### config.mk
export PLATFORM = sky130hd
export DESIGN_NAME = port_rr_arbiter
export DESIGN_NICKNAME = d
export VERILOG_FILES = /design/src/rtl/port_rr_arbiter_pkg.sv /design/src/rtl/port_rr_arbiter_rr_pick4.sv /design/src/rtl/port_rr_arbiter.sv
export SDC_FILE = /design/constraint.sdc
export NUM_CORES = 1
export LEC_CHECK = 0
export ABC_AREA = 1
export ABC_CLOCK_PERIOD_IN_PS = 4430
export CORE_MARGIN = 10
export CORE_UTILIZATION = 51
export CTS_CLUSTER_SIZE = 30
export DETAILED_ROUTE_END_ITERATION = 7
export PLACE_DENSITY = 0.92
export SYNTH_ARGS = -nofsm -noshare
export SYNTH_HDL_FRONTEND = slang
export SYNTH_SLANG_ARGS = --single-unit
### constraint.sdc
create_clock -name clk_i -period 4.43 [get_ports clk_i]
set_input_delay 1.329 -clock clk_i [delete_from_list [all_inputs] [get_ports clk_i]]
set_output_delay 1.329 -clock clk_i [all_outputs]
set_load 0.02 [all_outputs]
### src/rtl/port_rr_arbiter_pkg.sv
// Shared definitions for the four-way round-robin port arbiter.
//   NUM_REQ          number of requesters sharing the port
//   SEL_W            width of the binary mux select
//   DEFAULT_TIMEOUT  default watchdog limit in BUSY cycles (0 = off)
//   state_t          arbiter FSM encoding
package port_rr_arbiter_pkg;

   localparam int NUM_REQ         = 4;
   localparam int SEL_W           = 2;
   localparam int DEFAULT_TIMEOUT = 16;

   typedef enum logic {
      ST_IDLE = 1'b0,
      ST_BUSY = 1'b1
   } state_t;

endpackage

### src/rtl/port_rr_arbiter_rr_pick4.sv
// Combinational round-robin pick over four requesters.
// Ports:
//   req [3:0]  request vector
//   ptr [1:0]  highest-priority index for this arbitration
//   any        at least one request is set
//   idx [1:0]  first set request found scanning ptr, ptr+1, ... mod 4
module rr_pick4
   import port_rr_arbiter_pkg::*;
(
   input  logic [NUM_REQ-1:0] req,
   input  logic [SEL_W-1:0]   ptr,
   output logic               any,
   output logic [SEL_W-1:0]   idx
);

   logic [2*NUM_REQ-1:0] dbl;
   logic [NUM_REQ-1:0]   rot;
   logic [SEL_W-1:0]     off;

   // Duplicating the vector makes the rotate a plain part-select:
   // rot[i] corresponds to req[(ptr+i) mod 4].
   assign dbl = {req, req};
   assign rot = dbl[{1'b0, ptr} +: NUM_REQ];

   // Lowest set bit of the rotated vector wins.
   always_comb begin
      off = '0;
      for (int i = NUM_REQ - 1; i >= 0; i--) begin
         if (rot[i]) off = SEL_W'(i);
      end
   end

   assign any = |req;
   // 2-bit add wraps naturally, undoing the rotation.
   assign idx = ptr + off;

endmodule

### src/rtl/port_rr_arbiter.sv
// Round-robin arbiter for one single-ported resource shared by four
// requesters, with start/ack transaction sequencing and a watchdog.
//
// state   | meaning
// --------+----------------------------------------------------------
// IDLE    | no owner; arbitrate among req_i each cycle
// BUSY    | cur owns the port until done_i or watchdog expiry
//
// Ports:
//   clk_i      clock, rising edge
//   rst_i      synchronous active-high reset
//   req_i      level request per requester
//   done_i     completion strobe from the resource (BUSY only)
//   grant_o    one-hot grant, zero when idle
//   select_o   binary index of the owner; holds its value in IDLE
//   start_o    pulse in the first BUSY cycle
//   busy_o     high while BUSY
//   ack_o      one-cycle completion pulse to the owner
//   error_o    one-cycle pulse on watchdog expiry
//   err_id_o   owner aborted by the watchdog, valid with error_o
module port_rr_arbiter
   import port_rr_arbiter_pkg::*;
#(
   parameter int TIMEOUT = DEFAULT_TIMEOUT
)(
   input  logic               clk_i,
   input  logic               rst_i,
   input  logic [NUM_REQ-1:0] req_i,
   input  logic               done_i,
   output logic [NUM_REQ-1:0] grant_o,
   output logic [SEL_W-1:0]   select_o,
   output logic               start_o,
   output logic               busy_o,
   output logic [NUM_REQ-1:0] ack_o,
   output logic               error_o,
   output logic [SEL_W-1:0]   err_id_o
);

   localparam int              CNT_W    = (TIMEOUT > 0) ? $clog2(TIMEOUT + 1) : 1;
   localparam bit              WD_EN    = (TIMEOUT > 0);
   localparam logic [CNT_W-1:0] CNT_LAST = WD_EN ? CNT_W'(TIMEOUT - 1) : '0;
   localparam logic [CNT_W-1:0] CNT_ONE  = CNT_W'(1);
   localparam logic [SEL_W-1:0] SEL_ONE  = SEL_W'(1);

   state_t             state_q, state_d;
   logic [SEL_W-1:0]   ptr_q, ptr_d;
   logic [SEL_W-1:0]   cur_q, cur_d;
   logic [CNT_W-1:0]   cnt_q, cnt_d;
   logic [NUM_REQ-1:0] grant_q, grant_d;
   logic [SEL_W-1:0]   select_q, select_d;
   logic               start_q, start_d;
   logic               busy_q, busy_d;
   logic [NUM_REQ-1:0] ack_q, ack_d;
   logic               error_q, error_d;
   logic [SEL_W-1:0]   err_id_q, err_id_d;

   logic               pick_any;
   logic [SEL_W-1:0]   pick_idx;

   rr_pick4 u_pick (
      .req (req_i),
      .ptr (ptr_q),
      .any (pick_any),
      .idx (pick_idx)
   );

   always_comb begin
      state_d  = state_q;
      ptr_d    = ptr_q;
      cur_d    = cur_q;
      cnt_d    = cnt_q;
      grant_d  = grant_q;
      select_d = select_q;
      start_d  = 1'b0;
      busy_d   = busy_q;
      ack_d    = '0;
      error_d  = 1'b0;
      err_id_d = err_id_q;

      case (state_q)
         ST_IDLE: begin
            if (pick_any) begin
               state_d  = ST_BUSY;
               cur_d    = pick_idx;
               grant_d  = NUM_REQ'(1) << pick_idx;
               select_d = pick_idx;
               start_d  = 1'b1;
               busy_d   = 1'b1;
               cnt_d    = '0;
            end
         end
         ST_BUSY: begin
            // done_i is checked first so it wins over a same-cycle expiry.
            if (done_i) begin
               ack_d   = NUM_REQ'(1) << cur_q;
               state_d = ST_IDLE;
               grant_d = '0;
               busy_d  = 1'b0;
               ptr_d   = cur_q + SEL_ONE;
            end else if (WD_EN && (cnt_q == CNT_LAST)) begin
               error_d  = 1'b1;
               err_id_d = cur_q;
               state_d  = ST_IDLE;
               grant_d  = '0;
               busy_d   = 1'b0;
               ptr_d    = cur_q + SEL_ONE;
            end else begin
               cnt_d = cnt_q + CNT_ONE;
            end
         end
         default: state_d = ST_IDLE;
      endcase
   end

   always_ff @(posedge clk_i) begin
      if (rst_i) begin
         state_q  <= ST_IDLE;
         ptr_q    <= '0;
         cur_q    <= '0;
         cnt_q    <= '0;
         grant_q  <= '0;
         select_q <= '0;
         start_q  <= 1'b0;
         busy_q   <= 1'b0;
         ack_q    <= '0;
         error_q  <= 1'b0;
         err_id_q <= '0;
      end else begin
         state_q  <= state_d;
         ptr_q    <= ptr_d;
         cur_q    <= cur_d;
         cnt_q    <= cnt_d;
         grant_q  <= grant_d;
         select_q <= select_d;
         start_q  <= start_d;
         busy_q   <= busy_d;
         ack_q    <= ack_d;
         error_q  <= error_d;
         err_id_q <= err_id_d;
      end
   end

   assign grant_o  = grant_q;
   assign select_o = select_q;
   assign start_o  = start_q;
   assign busy_o   = busy_q;
   assign ack_o    = ack_q;
   assign error_o  = error_q;
   assign err_id_o = err_id_q;

endmodule

==> metrics.cfg <==
[outcome]
status=completed

[routing]
met3_wirelength_um=97
totalWireLength_um=2330
route.detailed.vias_per_inst=5.18
avgRoutedWirePerCell_um=12.4
number_of_vias_after_detailed_routing=973
detailroute.wirelength.met2_um=1210
top_layer_used=met4
number_of_drc_violations_after_detailed_routing_iteration_0=39
drt_first_pass_iters=4
route.detailed.drc=0
routedLengthMet1_um=950
detail-route-antenna-nets=0

[clocking]
htree_levels=1
clk_latency_ns=0.31
cts-buffers-inserted=3
cts.root.buffer_cell=sky130_fd_sc_hd__clkbuf_4
path_clk_slew_ns=0.11
clk_path_buf_depth=2
cts_resized=0
cts_num_sinks=23
cts_setup_buffers=0
holdBufCountCts=0
clock_tree_from_tritoncts=yes

[floorplan]
ios=22
core_area_um2=1940
initial_utilization_pct=53.4
die-height_um=65.1
core.rowCount=16
die-width_um=65.1
die-area_um2=4240

[worst_setup_path]
timing.reg2reg.worst_path_depth=13
critPathMaxFanout=3
worst-r2r-setup-slack_ns=2.48
worst-endpoint-arrival_ns=3.08
critical_setup_path_class=in -> reg
critical_path.reg2reg.endpoint=grant_o[3]$_SDFFE_PP0P_
end_kind=register
critPathLaunchType=input pin
critPathRequiredTime_ns=4.62
regToRegStartpoint=ptr_q[0]$_SDFFE_PP0P_

[min_path]
worstHoldStart=busy_o$_SDFFE_PP0P_
whs_endpoint=busy_o$_SDFFE_PP0P_
worst_hold_path_type=reg -> reg
hold_depth=2

[power]
share_of_total_power_in_combinational_logic_pct=24.1
part_of_the_total_power_dissipated_in_the_clock_network_pct=22.2
cellInternalPower_w=0.000294
p_leak_nw=0.525
power.density_cell_area_nw_per_um2=331
net-switching-power_w=0.000132
switching_share_pct=31.0
share_seq_of_total_power_pct=53.7
power.ir.vdd_worst_mv=0.232

[synthesis]
yosysMostFrequentCell=sky130_fd_sc_hd__nand2_1
syn_inst=138
synth-seq-area-share_pct=44.4
yosys.area.top_type_share_pct=44.4
synth.cell_area_um2=1040
ys_top_cells_by_area=sky130_fd_sc_hd__dfxtp_1 44%, sky130_fd_sc_hd__nand2_1 11%, sky130_fd_sc_hd__nand3_1 6.3%
avgSynthCellArea_um2=7.52
netlist.top_cell.by_area=sky130_fd_sc_hd__dfxtp_1
synth_enable_flop_cells=0
ys.flop_type=sky130_fd_sc_hd__dfxtp_1
ys_async_sr_fraction_pct=0
synth_commonest_cells=30 x sky130_fd_sc_hd__nand2_1, 23 x sky130_fd_sc_hd__dfxtp_1, 13 x sky130_fd_sc_hd__nand3_1
synth.ff_latch_count=23
syn-num-nets=148
distinct_cells_synth=24
yosys_warnings=0

[grt]
grt_first_pass_wirelength_um=3810
antenna_found_initial=0
number_of_global_route_vias_before_repair=894
grt_start_max_net_pins=14
grt_util_all_layers_pct=11.3
grt.overflow.total=0

[cells_and_area]
final.fill_count=164
post_route_cells_drive_above_1_share_pct=11.8
antenna-diode-count=0
layout-area-overhead-vs-synth_pct=23.8
nets=172

[placed_design]
place_congestion=0.796
hpwlAfterDp_um=1890
numPortBuffers=21

[timing]
whs_ns=0.469
final_min_period_over_clock_period_pct=65.2
finalCriticalPeriod_ns=2.89
clock.fmax_ghz=0.346
setup-tns-final_ns=0
hold_viol=0
tightestPinTransition_ns=0.499
grt_setup_unrepaired=false
clock-skew-final_ns=0.00725
slew-limit-headroom_pct=66.6
setup-violations-final=0
final_max_slew_viol_count=0

[flow_run]
cap_viol_max_count=0

[stage by stage]
stage / utilization [%] / std cells / setup WS [ns] / power (W) / instance area [µm²]
final: 66.1 / 188 / 1.54 / 0.000425 / 1280
after global routing: 66.1 / 188 / 1.35 / 0.000449 / 1280
after CTS: 66.1 / 188 / 1.54 / 0.000428 / 1280
after detailed placement: 64.7 / 184 / 1.21 / 0.000336 / 1260
after global placement: 64.7 / 184 / 1.34 / 0.000332 / 1260
after floorplan: - / 138 / 1.90 / 0.000300 / 1040
[placed cells by master (no fill, tap or decap), drive strengths merged]
cell type / n
nand3: 14
o21ai: 5
ha: 3
nor2: 13
nand2: 36
o22ai: 2
dfxtp: 23
a311oi: 1
clkbuf: 3
xor2: 1
clkdlybuf4s50: 21
and3: 1
inv: 16
nor4: 1
a21boi: 1
clkinv: 2
a21oi: 13
nor3: 5
[flip-flops by register name, indices dropped and copies added, names as in the netlist, 2 cells and up]
name,count
cnt_q,5
ack_o,4
grant_o,4
err_id_o,2
ptr_q,2
select_o,2
[cell type report]
class                           instances  area (µm²)  area share [%]
Clock buffer                            3        22.5            1.75
Sequential cell                        23         460            35.9
Clock inverter                          1        5.00           0.390
Timing Repair Buffer                   21         210            16.4
Inverter                               17        65.1            5.07
Multi-Input combinational cell         96         487            37.9
Tap cell                               27        33.8            2.63
[worst max-delay path, stage by stage]
cell	delay (ns)
sky130_fd_sc_hd__clkdlybuf4s50_1	0.53
sky130_fd_sc_hd__nand2_1	0.10
sky130_fd_sc_hd__nand3_1	0.12
sky130_fd_sc_hd__nand3_1	0.08
sky130_fd_sc_hd__a21boi_1	0.15
sky130_fd_sc_hd__ha_1	0.18
sky130_fd_sc_hd__xor2_1	0.22
sky130_fd_sc_hd__inv_1	0.08
sky130_fd_sc_hd__nand3_2	0.10
sky130_fd_sc_hd__nand2_2	0.07
sky130_fd_sc_hd__nand2_1	0.07
sky130_fd_sc_hd__a21oi_2	0.05
[worst max-delay path by stage]
stage	startpoint	end	slack, ns
5_1_grt	req_i[0]	grant_o[3]$_SDFFE_PP0P_	1.35
3_3_place_gp	req_i[1]	grant_o[3]$_SDFFE_PP0P_	1.34
2_1_floorplan	req_i[1]	grant_o[3]$_SDFFE_PP0P_	1.90
4_1_cts	req_i[0]	grant_o[2]$_SDFFE_PP0P_	1.54
6_report	req_i[0]	grant_o[3]$_SDFFE_PP0P_	1.54
3_5_place_dp	req_i[0]	grant_o[3]$_SDFFE_PP0P_	1.21
[layer usage]
layer | vias up | track usage, %
met5 | - | 0
met4 | 0 | 7.49
met3 | 7 | 2.54
met2 | 27 | 20.8
met1 | 441 | 11.1
li1 | 498 | -
[cells by family (layout without fill, tap and decap cells)]
| kind of cell | after synthesis | after routing | share of synthesized area, % |
|---|---|---|---|
| fa+ha+maj | 3 | 3 | 3.62 |
| simple gates | 70 | 70 | 30.3 |
| compound gates | 22 | 22 | 12.2 |
| flops | 23 | 23 | 44.4 |
| buf+inv | 19 | 42 | 8.68 |
| xor+xnor | 1 | 1 | 0.845 |
[power by group through the flow]
stage	clock (W)	combinational, W	sequential, W
6_report	0.0000944	0.000103	0.000228
5_1_grt	0.000105	0.000114	0.000230
4_1_cts	0.0000967	0.000103	0.000228
3_5_place_dp	0	0.000103	0.000233
3_3_place_gp	0	0.0000991	0.000232
2_1_floorplan	0	0.0000585	0.000242
(Power assumes the default switching activity.)
